===== config.mk =====
export PLATFORM = sky130hd
export DESIGN_NAME = branch_predictor
export DESIGN_NICKNAME = d
export VERILOG_FILES = /design/src/rtl/bp_pkg.sv /design/src/rtl/bp_sat_counter.sv /design/src/rtl/branch_predictor.sv
export SDC_FILE = /design/constraint.sdc
export NUM_CORES = 2
export LEC_CHECK = 0
export BUFFER_PORTS_ARGS = -buffer_cell sky130_fd_sc_hd__buf_2
export CORE_UTILIZATION = 60
export DETAILED_ROUTE_END_ITERATION = 10
export PLACE_DENSITY = 0.74
export SYNTH_ARGS = -nofsm -noshare
export SYNTH_HDL_FRONTEND = slang
export SYNTH_SLANG_ARGS = --single-unit

===== constraint.sdc =====
create_clock -name clk -period 6 [get_ports clk]
set_input_delay 1.2 -clock clk [delete_from_list [all_inputs] [get_ports clk]]
set_output_delay 1.2 -clock clk [all_outputs]
set_load 0.005 [all_outputs]

===== src/rtl/bp_pkg.sv =====
// bp_pkg -- shared definitions for the branch predictor slice.
//   * Branch-kind codes carried on upd_kind (same encoding as the branch unit).
//   * PC -> table index / tag extraction helpers (parametrised by field widths).
//   * Direction-counter initial values used on allocation.
package bp_pkg;

  localparam logic [2:0] BR_NONE = 3'b000;
  localparam logic [2:0] BR_BEQ  = 3'b001;
  localparam logic [2:0] BR_BNE  = 3'b010;
  localparam logic [2:0] BR_BGEZ = 3'b011;
  localparam logic [2:0] BR_BGTZ = 3'b100;
  localparam logic [2:0] BR_BLEZ = 3'b101;
  localparam logic [2:0] BR_BLTZ = 3'b110;
  localparam logic [2:0] BR_JUMP = 3'b111;

  // Word-aligned PC: index starts at bit 2.
  function automatic logic [31:0] bp_index(input logic [31:0] pc,
                                           input int unsigned index_bits);
    logic [31:0] mask;
    mask = (32'd1 << index_bits) - 32'd1;
    return (pc >> 2) & mask;
  endfunction

  // Tag sits directly above the index field. A 32-bit-wide tag wraps the
  // mask computation to all ones, which is the intended result.
  function automatic logic [31:0] bp_tag(input logic [31:0] pc,
                                         input int unsigned index_bits,
                                         input int unsigned tag_bits);
    logic [31:0] mask;
    mask = (32'd1 << tag_bits) - 32'd1;
    return (pc >> (index_bits + 2)) & mask;
  endfunction

  // Weakly taken: only the MSB set.
  function automatic logic [31:0] bp_cnt_weak_taken(input int unsigned cnt_bits);
    return 32'd1 << (cnt_bits - 1);
  endfunction

  // Strongly taken: all ones (used for unconditional jumps).
  function automatic logic [31:0] bp_cnt_all_ones(input int unsigned cnt_bits);
    return (32'd1 << cnt_bits) - 32'd1;
  endfunction

endpackage


===== src/rtl/bp_sat_counter.sv =====
// bp_sat_counter -- combinational next value of a CNT_BITS-wide saturating
// up/down counter. Stays at max on increment and at 0 on decrement.
//   i_cnt  : current counter value
//   i_inc  : 1 = count up (branch taken), 0 = count down (not taken)
//   o_next : saturated next value
module bp_sat_counter #(
  parameter int CNT_BITS = 2
) (
  input  logic [CNT_BITS-1:0] i_cnt,
  input  logic                i_inc,
  output logic [CNT_BITS-1:0] o_next
);

  localparam logic [CNT_BITS-1:0] CNT_MAX = '1;

  always_comb begin
    o_next = i_cnt;
    if (i_inc) begin
      if (i_cnt != CNT_MAX) o_next = i_cnt + CNT_BITS'(1);
    end else begin
      if (i_cnt != '0) o_next = i_cnt - CNT_BITS'(1);
    end
  end

endmodule


===== src/rtl/branch_predictor.sv =====
// branch_predictor -- direct-mapped tagged BTB with per-entry saturating
// direction counters for the fetch stage.
//   clk, rst                  : clock, synchronous active-high reset
//   lookup_en, lookup_pc      : fetch-side lookup request
//   pred_valid/taken/target   : registered prediction, one cycle after lookup
//   upd_valid, upd_pc, upd_kind, upd_taken, upd_target,
//   upd_pred_taken, upd_pred_target : resolved-branch training interface
//   mispredict, redirect_pc   : registered redirect request for the PC mux
module branch_predictor
  import bp_pkg::*;
#(
  parameter int INDEX_BITS = 6,
  parameter int TAG_BITS   = 8,
  parameter int CNT_BITS   = 2
) (
  input  logic        clk,
  input  logic        rst,
  input  logic        lookup_en,
  input  logic [31:0] lookup_pc,
  output logic        pred_valid,
  output logic        pred_taken,
  output logic [31:0] pred_target,
  input  logic        upd_valid,
  input  logic [31:0] upd_pc,
  input  logic [2:0]  upd_kind,
  input  logic        upd_taken,
  input  logic [31:0] upd_target,
  input  logic        upd_pred_taken,
  input  logic [31:0] upd_pred_target,
  output logic        mispredict,
  output logic [31:0] redirect_pc
);

  localparam int ENTRIES = 1 << INDEX_BITS;
  localparam logic [CNT_BITS-1:0] CNT_WEAK = CNT_BITS'(bp_cnt_weak_taken(CNT_BITS));
  localparam logic [CNT_BITS-1:0] CNT_ONES = CNT_BITS'(bp_cnt_all_ones(CNT_BITS));

  // Table storage: valid/counter are control and get cleared; tag, target
  // and uncond are only meaningful while valid is set.
  logic                r_valid  [ENTRIES];
  logic [CNT_BITS-1:0] r_cnt    [ENTRIES];
  logic                r_uncond [ENTRIES];
  logic [TAG_BITS-1:0] r_tag    [ENTRIES];
  logic [31:0]         r_target [ENTRIES];

  logic                r_vld_p1;
  logic                r_pred_taken_p1;
  logic [31:0]         r_pred_target_p1;
  logic                r_mispredict_p1;
  logic [31:0]         r_redirect_pc_p1;

  logic [INDEX_BITS-1:0] w_lk_idx;
  logic [TAG_BITS-1:0]   w_lk_tag;
  logic                  w_lk_hit;
  logic                  w_lk_taken;
  logic [INDEX_BITS-1:0] w_upd_idx;
  logic [TAG_BITS-1:0]   w_upd_tag;
  logic                  w_upd_go;
  logic                  w_upd_hit;
  logic                  w_upd_jump;
  logic [CNT_BITS-1:0]   w_cnt_next;
  logic                  w_mis;
  logic [31:0]           w_redirect;

  // ---- stage p0: table read (lookup) and update decode ----
  assign w_lk_idx   = INDEX_BITS'(bp_index(lookup_pc, INDEX_BITS));
  assign w_lk_tag   = TAG_BITS'(bp_tag(lookup_pc, INDEX_BITS, TAG_BITS));
  assign w_lk_hit   = r_valid[w_lk_idx] && (r_tag[w_lk_idx] == w_lk_tag);
  assign w_lk_taken = w_lk_hit && (r_uncond[w_lk_idx] || r_cnt[w_lk_idx][CNT_BITS-1]);

  assign w_upd_idx  = INDEX_BITS'(bp_index(upd_pc, INDEX_BITS));
  assign w_upd_tag  = TAG_BITS'(bp_tag(upd_pc, INDEX_BITS, TAG_BITS));
  assign w_upd_go   = upd_valid && (upd_kind != BR_NONE);
  assign w_upd_hit  = r_valid[w_upd_idx] && (r_tag[w_upd_idx] == w_upd_tag);
  assign w_upd_jump = (upd_kind == BR_JUMP);

  bp_sat_counter #(.CNT_BITS(CNT_BITS)) u_cnt (
    .i_cnt  (r_cnt[w_upd_idx]),
    .i_inc  (upd_taken),
    .o_next (w_cnt_next)
  );

  assign w_mis = (upd_pred_taken != upd_taken) ||
                 (upd_taken && upd_pred_taken && (upd_pred_target != upd_target));
  // Not-taken resumes after the delay slot, which fetch already has.
  assign w_redirect = upd_taken ? upd_target : (upd_pc + 32'd8);

  // Control half of the table. Reads above see pre-update contents, which
  // gives read-before-write for a same-index lookup and update.
  always_ff @(posedge clk) begin
    if (rst) begin
      for (int i = 0; i < ENTRIES; i++) begin
        r_valid[i] <= 1'b0;
        r_cnt[i]   <= '0;
      end
    end else if (w_upd_go) begin
      if (w_upd_hit) begin
        r_cnt[w_upd_idx] <= w_cnt_next;
      end else if (upd_taken) begin
        r_valid[w_upd_idx] <= 1'b1;
        r_cnt[w_upd_idx]   <= w_upd_jump ? CNT_ONES : CNT_WEAK;
      end
    end
  end

  // Data half of the table; rst still blocks the write so a reset-cycle
  // update leaves no trace.
  always_ff @(posedge clk) begin
    if (!rst && w_upd_go) begin
      if (w_upd_hit) begin
        r_uncond[w_upd_idx] <= w_upd_jump;
        if (upd_taken) r_target[w_upd_idx] <= upd_target;
      end else if (upd_taken) begin
        r_uncond[w_upd_idx] <= w_upd_jump;
        r_tag[w_upd_idx]    <= w_upd_tag;
        r_target[w_upd_idx] <= upd_target;
      end
    end
  end

  // ---- stage p1: registered prediction and redirect ----
  always_ff @(posedge clk) begin
    if (rst) begin
      r_vld_p1         <= 1'b0;
      r_pred_taken_p1  <= 1'b0;
      r_pred_target_p1 <= '0;
      r_mispredict_p1  <= 1'b0;
      r_redirect_pc_p1 <= '0;
    end else begin
      r_vld_p1 <= lookup_en;
      if (lookup_en) begin
        r_pred_taken_p1  <= w_lk_taken;
        r_pred_target_p1 <= w_lk_taken ? r_target[w_lk_idx] : 32'd0;
      end
      r_mispredict_p1 <= w_upd_go && w_mis;
      if (w_upd_go && w_mis) r_redirect_pc_p1 <= w_redirect;
    end
  end

  assign pred_valid  = r_vld_p1;
  assign pred_taken  = r_pred_taken_p1;
  assign pred_target = r_pred_target_p1;
  assign mispredict  = r_mispredict_p1;
  assign redirect_pc = r_redirect_pc_p1;

endmodule


# --- Yosys cells after proc, flatten, opt, wreduce, memory -nomap -nowiden ---
# Memory sizes are Yosys's and may differ from the RTL's.
# Cells that the tools add are included.
word_totals:
  mem_count: 5
  in_bits: 137
  output_inout_bits: 67
  mem_bits_rw: 2816
  reg_bits: 67
  elab_cells: 70
classes:
  n_eq_ne: 6
  n_mux: 33
  reduce_logical: 15
  n_bitwise: 3
  n_addsub: 3
memory_table:
  columns: ["name", "depth", "width", "read_ports", "rd_clocked_by_memory_dff", "write_ports", "line", "rtl"]
  rows:
  - ["r_target", 64, 32, 1, 0, 1, "branch_predictor.sv:44", "logic [31:0] r_target [ENTRIES];"]
  - ["r_tag", 64, 8, 2, 0, 1, "branch_predictor.sv:43", "logic [TAG_BITS-1:0] r_tag [ENTRIES];"]
  - ["r_cnt", 64, 2, 2, 0, 64, "branch_predictor.sv:41", "logic [CNT_BITS-1:0] r_cnt [ENTRIES];"]
  - ["r_uncond", 64, 1, 1, 0, 1, "branch_predictor.sv:42", "logic r_uncond [ENTRIES];"]
  - ["r_valid", 64, 1, 2, 0, 64, "branch_predictor.sv:40", "logic r_valid [ENTRIES];"]
op_table:
  columns: ["op", "count"]
  rows:
  - ["two-way mux 32 bit", 3]
  - ["adder 32 x 4 -> 32 bit, second input constant", 1]
  - ["inequality test 32 bit", 1]
  - ["two-way mux 1 bit", 23]
  - ["equality test 8 bit", 2]
  - ["two-way mux 6 bit", 2]
  - ["two-way mux 2 bit", 5]
  - ["logical AND 1 bit", 8]
  - ["equality test 3 bit, second input constant", 1]
  - ["OR 1 bit", 3]
  - ["nonzero test 3 bit", 1]
  - ["adder 2 x 1 -> 2 bit, second input constant", 1]
  - ["logical OR 1 bit", 2]
  - ["inequality test 2 bit, second input constant", 1]
  - ["nonzero test 2 bit", 1]
  - ["OR reduction 2 bit", 1]
  - ["subtractor 2 x 1 -> 2 bit, second input constant", 1]
  - ["logical NOT 1 bit", 1]
  - ["inequality test 1 bit", 1]
  - ["OR reduction 1 bit", 1]

# --- Logic depth before layout (Yosys ltp) ---
# An unclocked memory read counts as a cell.
logic_depth:
  depth_word: 10
  ltp_mapped: 19
  ltp_nobuf: 10

# --- Hierarchy ---
# A second synthesis with hierarchy kept.
unflattened:
  cells_unflattened: 5727
  area_unflattened_um2: 117840.5
by_module_without_submodules:
  columns: ["module", "cells_each", "area_per_inst_um2", "seq_area_each_um2", "instances"]
  rows:
  - ["branch_predictor", 5724, 117814.2, 85261.8, 1]
  - ["bp_sat_counter", 3, 26.3, 0.0, 1]

# --- Worst setup path after synthesis ---
# Ideal clock, no wire load.
synth_timing:
  path_kind: "input port to flip-flop"
  start: "in upd_pc[2]"
  end: "mem r_target[11][0] (enable)"
  t_arrival_ns: 4.746
  stages: 12
  required_time_ns: 5.579
  setup_ns: 0.421
  n_path_buf: 10
  slack_ns: 0.833
  cell_sequence: "buf_6 > buf_6 > buf_6 > buf_4 > buf_6 > buf_4 > buf_2 > clkbuf_1 > nand2_1 > clkbuf_1 > buf_1 > nor2_1"
synth_between:
  elab_chain_cells: 7
  elab_cells_between_ends: 11
  cone_classes: "1 x eq/ne; 6 x mux; 1 x bitwise; 1 x reduce/logical; 2 x memory"
synth_lines:
  columns: ["element", "line", "rtl"]
  rows:
  - ["start, declared", "branch_predictor.sv:24", "input logic [31:0] upd_pc,"]
  - ["memory (64 x 8 bit)", null, null]
  - ["equality test 8 bit", "branch_predictor.sv:74", "assign w_upd_hit = r_valid[w_upd_idx] && (r_tag[w_upd_idx] == w_upd_tag);"]
  - ["logical AND 1 bit", "branch_predictor.sv:74", null]
  - ["two-way mux 1 bit", "branch_predictor.sv:110", "if (w_upd_hit) begin"]
  - ["two-way mux 1 bit", "branch_predictor.sv:109", "if (!rst && w_upd_go) begin"]
  - ["two-way mux 1 bit, on equally long branches", "branch_predictor.sv:112, branch_predictor.sv:116", null]
  - ["OR 1 bit (no line)", null, null]
  - ["end, declared", "branch_predictor.sv:44", null]
# Parallel ways exist; a longest one is shown, timed or not.

# --- Worst setup path in the final report ---
layout_timing:
  start: "in upd_pc[3]"
  end: "mem r_tag[16][6] (enable)"
layout_between:
  elab_chain_cells: 6
  elab_cells_between_ends: 7
  cone_classes: "1 x eq/ne; 3 x mux; 1 x reduce/logical; 2 x memory"
layout_lines:
  columns: ["element", "line", "rtl"]
  rows:
  - ["memory (64 x 8 bit)", null, null]
  - ["equality test 8 bit", "branch_predictor.sv:74", null]
  - ["logical AND 1 bit", "branch_predictor.sv:74", null]
  - ["two-way mux 1 bit", "branch_predictor.sv:110", null]
  - ["two-way mux 1 bit", "branch_predictor.sv:109", null]
  - ["two-way mux 1 bit (implied by the code)", "branch_predictor.sv:115", "r_tag[w_upd_idx] <= w_upd_tag;"]
  - ["end, declared", "branch_predictor.sv:43", null]
# Parallel ways exist; a longest one is shown, timed or not.

==> summary.md <==
| Metric | Value |
|---|---|
| Outcome | `completed` |
| Maximum root-to-sink buffer count | `4` |
| Starting density of the core | `60.5%` |
| Total die area | `a little under 0.2 mm2` |
| Largest net degree at the start of global routing | `between 100 and 150` |
| Worst path top cell family by delay | `simple AND/OR/NAND/NOR gates` |
| Layout Cells excl Fill | `9050` |
| Hold EP | `pred_taken` |
| Starting DRT DRC Count | `a little over 9000` |
| DP Cell Count | `8520` |
| Total track usage | `between 30% and 40%` |
| Cell Int Power | `33.3 mW` |
| Slowest CP cell | `nor4_1` |
| First-pass GRT wire length | `471000 um` |
| GR Overflow Total | `0` |
| Synth Instances | `5765` |
| DRT Wirelength | `334000 um` |
| Number of remaining DRC errors | `0` |
| Switch share | `a little over a fifth` |
| Final worst path period need | `approximately 4.8 ns` |
| Initial antenna violation count | `19` |
| Synth area leaders | `edfxtp_1 (70%), mux4_2 (18%), dfxtp_1 (2.2%)` |
| Cell Chain, Critical Path | `buf_6 > mux4_2 > a22o_1 > nor4_1 > a21o_1 > a21oi_1 > a211o_1 > or4_1 > nand2_2 > buf_4 > nor3_1 > buf_12` |
| Clock Pin Slew Worst Setup and Hold Paths | `0.06 ns` |
| Area share of the largest cell type after synthesis | `a little over two thirds` |
| CP Buf/Inv Count | `3` |
| Post-CTS setup buffer count | `0` |
| Synth Area in Compound Gates | `2.80%` |
| Layout Nets | `around 6300` |
| First drt pass iteration count | `8` |
| Tightest Hold Check Type | `register to register` |
| Worst vdd ir | `approximately 0.3 mV` |
| Sequential-to-total area share from yosys stat | `72.3%` |
| Die Ht | `approximately 450 um` |
| XOR/XNOR Fraction of Synth Area | `0.505%` |
| CP endpoint kind | `register` |
| H-tree levels | `5` |
| Finish-stage setup viols | `0` |
| CTS buffer count | `300` |
| R2r setup slk | `between 1.5 and 2 ns` |
| Clock tree sinks | `2883` |
| P_sw | `9.21 mW` |
| Worst Hold Depth | `2` |
| Library cells used by synthesis | `70` |
| P_leak | `42.5 nW` |
| Core area | `roughly 0.20 mm2` |
| IO Port Bufs | `185` |
| RR Startpoint | `r_tag[38][4]` |
| Critical Path RT | `6.69 ns` |
| Unrepaired setup endpoints after global routing | `false` |
| HPWL Detailed | `188000 um` |
| Crit path DAT | `5.45 ns` |
| Cells on worst reg2reg path | `11` |
| Post-route ant nets | `0` |
| Final Wtd Congestion | `0.935` |
| Area leader, netlist | `edfxtp_1` |
| Root Buffer | `clkbuf_16` |
| Vias post-DR | `63985` |
| CTS tree | `yes` |
| Final Hold Vio Count | `0` |
| Multiplexer share of the synthesized area | `20.1%` |
| I/O pin count | `204` |
| Seq pwr share | `a little over half` |
| Mapped Area | `0.118 mm2` |
| Crit Path Class | `input pin to register` |
| Worst path max stage delay | `0.73 ns` |
| Final Slew Violations | `0` |
| Post-synthesis adder-cell area fraction | `less than 1%` |
| Comb pwr share | `6.3%` |
| Clock Power Share | `a little over two fifths` |
| Row cnt | `between 150 and 200` |
| Worst Setup Start Kind | `input pin` |
| DR WL/cell | `36.9 um` |
| Dominant synthesized flop cell | `edfxtp_1` |
| Async SR Flop Fraction | `0%` |
| Simple-gate share of the synthesized area | `2.59%` |
| Synth Area per Inst | `20.5 um2` |
| Main combinational cell family by area after synthesis | `multiplexers` |
| Final setup TNS | `0 ns` |
| Hold_sp | `pred_taken` |
| Die width | `445 um` |
| Worst Max-Slew Pin Slew | `1.31 ns` |
| Yosys warns | `0` |
| Crit path max fanout | `53` |
| Relative slew margins | `12.0%` |
| CTS Hold Bufs | `0` |
| Layout cells sized above 1 | `32.3%` |
| EDFF count, synth | `2752` |
| DR vias/cell | `a little over 7` |
| Dpl cell area | `between 0.1 and 0.15 mm2` |
| Syn nets | `5907` |
| Final instance area | `0.134 mm2` |
| Achievable frequency | `about 0.21 GHz` |
| Max-cap violations | `0` |
| Synth-to-Final Area Change | `13.3%` |
| Vias in the first global route | `64412` |
| PwrDens | `318 mW/mm2` |
| Reg-to-reg critical path endpoint | `r_tag[16][6]` |
| Clock Latency Late Sink | `0.96 ns` |
| CTS resizes | `0` |
| Layout Skew | `around 0.053 ns` |
| Yosys reg bits | `2883` |
| Final period utilization | `between 70% and 80%` |
state kept, by name, indices dropped and copies added, names as in the netlist:
name	count
mispredict	1
pred_taken	1
pred_target	32
pred_valid	1
r_cnt	128
r_tag	512
r_target	2048
r_uncond	64
r_valid	64
redirect_pc	32
worst max-delay path by stage:
| stage | cells after the start | slack (ns) | to | from |
|---|---|---|---|---|
| after detailed placement | 11 | 0.40 | r_tag[63][4] | upd_pc[2] |
| final | 12 | 1.24 | r_tag[16][6] | upd_pc[3] |
| after global routing | 15 | 1.06 | r_cnt[63][1] | upd_pc[2] |
| after global placement | 11 | 0.36 | r_tag[61][2] | upd_pc[2] |
| after floorplan | 12 | 0.83 | r_target[11][0] | upd_pc[2] |
| after CTS | 11 | 1.35 | r_tag[63][4] | upd_pc[2] |
tightest hold or removal path: cells and delay by family, from the launching register on:
family        cells  cell delay (ns)
flops             1             0.30
simple gates      2             0.09
stage by stage:
stage	power (mW)	util (%)	setup slack, ns	hold WS (ns)
6_report	42.5	68.5	1.24	0.440
5_1_grt	43.5	68.5	1.06	0.451
4_1_cts	42.6	68.5	1.35	0.441
3_5_place_dp	25.2	63.8	0.395	0.431
3_3_place_gp	25.1	63.8	0.358	0.431
2_1_floorplan	24.0	-	0.833	0.438
power groups by stage:
stage               Clock, mW  Sequential, mW  Combinational (mW)
CTS                      17.8            22.1                2.65
global placement            0            22.6                2.59
global route             18.6            22.1                2.76
floorplan                   0            22.6                1.46
detailed placement          0            22.6                2.63
finish                   17.7            22.1                2.67
area by class of cell:
cell class / instances / area, um2
fillers: 11932 / 61500
flip-flops and latches: 2883 / 85300
diodes: 9 / 22.5
inverters: 45 / 169
well taps: 2624 / 3280
multi-input cells: 2405 / 31400
clock buffers: 380 / 7940
clock inverters: 141 / 1200
repair buffers: 563 / 4510
per-layer routing:
metal / track usage (%) / routed length (um) / part of all wire (%) / vias up
met5: 0 / 22 / 0.0066 / -
met1: 44.4 / 115000 / 34 / 33523
met2: 53.5 / 160000 / 48 / 4545
met3: 7.25 / 36400 / 11 / 851
li1: - / - / - / 25062
met4: 20.3 / 22800 / 6.8 / 4
Yosys cell counts, types with 14 or more instances:
library cell / instances
a21oi_1: 87
buf_2: 38
a211oi_2: 17
edfxtp_1: 2752
a21o_1: 30
inv_1: 44
nand3_1: 45
o32ai_1: 37
nand4_1: 20
mux2i_1: 190
buf_1: 89
mux4_2: 948
a211oi_1: 72
nor3_1: 166
o22ai_1: 15
mux2_2: 40
o21ai_0: 130
nand2_1: 115
buf_6: 14
a22oi_1: 48
dfxtp_1: 131
xnor2_1: 53
buf_4: 14
xor2_1: 15
nor2_1: 251
clkbuf_1: 276
cells by family (layout without fill, tap and decap cells):
| group | after synthesis | count (layout) |
|---|---|---|
| simple gates | 666 | 666 |
| other cells | 0 | 9 |
| mux | 1178 | 1178 |
| buf+inv | 477 | 1129 |
| flops | 2883 | 2883 |
| xor+xnor | 68 | 68 |
| compound gates | 486 | 486 |
| fa+ha+maj | 7 | 7 |
placed cells by master, fill, tap and decap left out, types with 57 or more instances in the layout:
cell type  synthesis  layout
a21oi_1           87      87
buf_2             38     177
nor2_4             0      66
nor2_1           251     184
edfxtp_1        2752    2752
buf_4             14     324
o21ai_0          130     130
mux4_2           948     948
nor3_1           166     164
dfxtp_1          131     131
nand2_1          115     110
mux2i_1          190     190
clkbuf_1         276      70
clkinv_2           0      57
a211oi_1          72      72
clkbuf_16          0     303
Note: power is estimated with default switching activity, not from simulation.
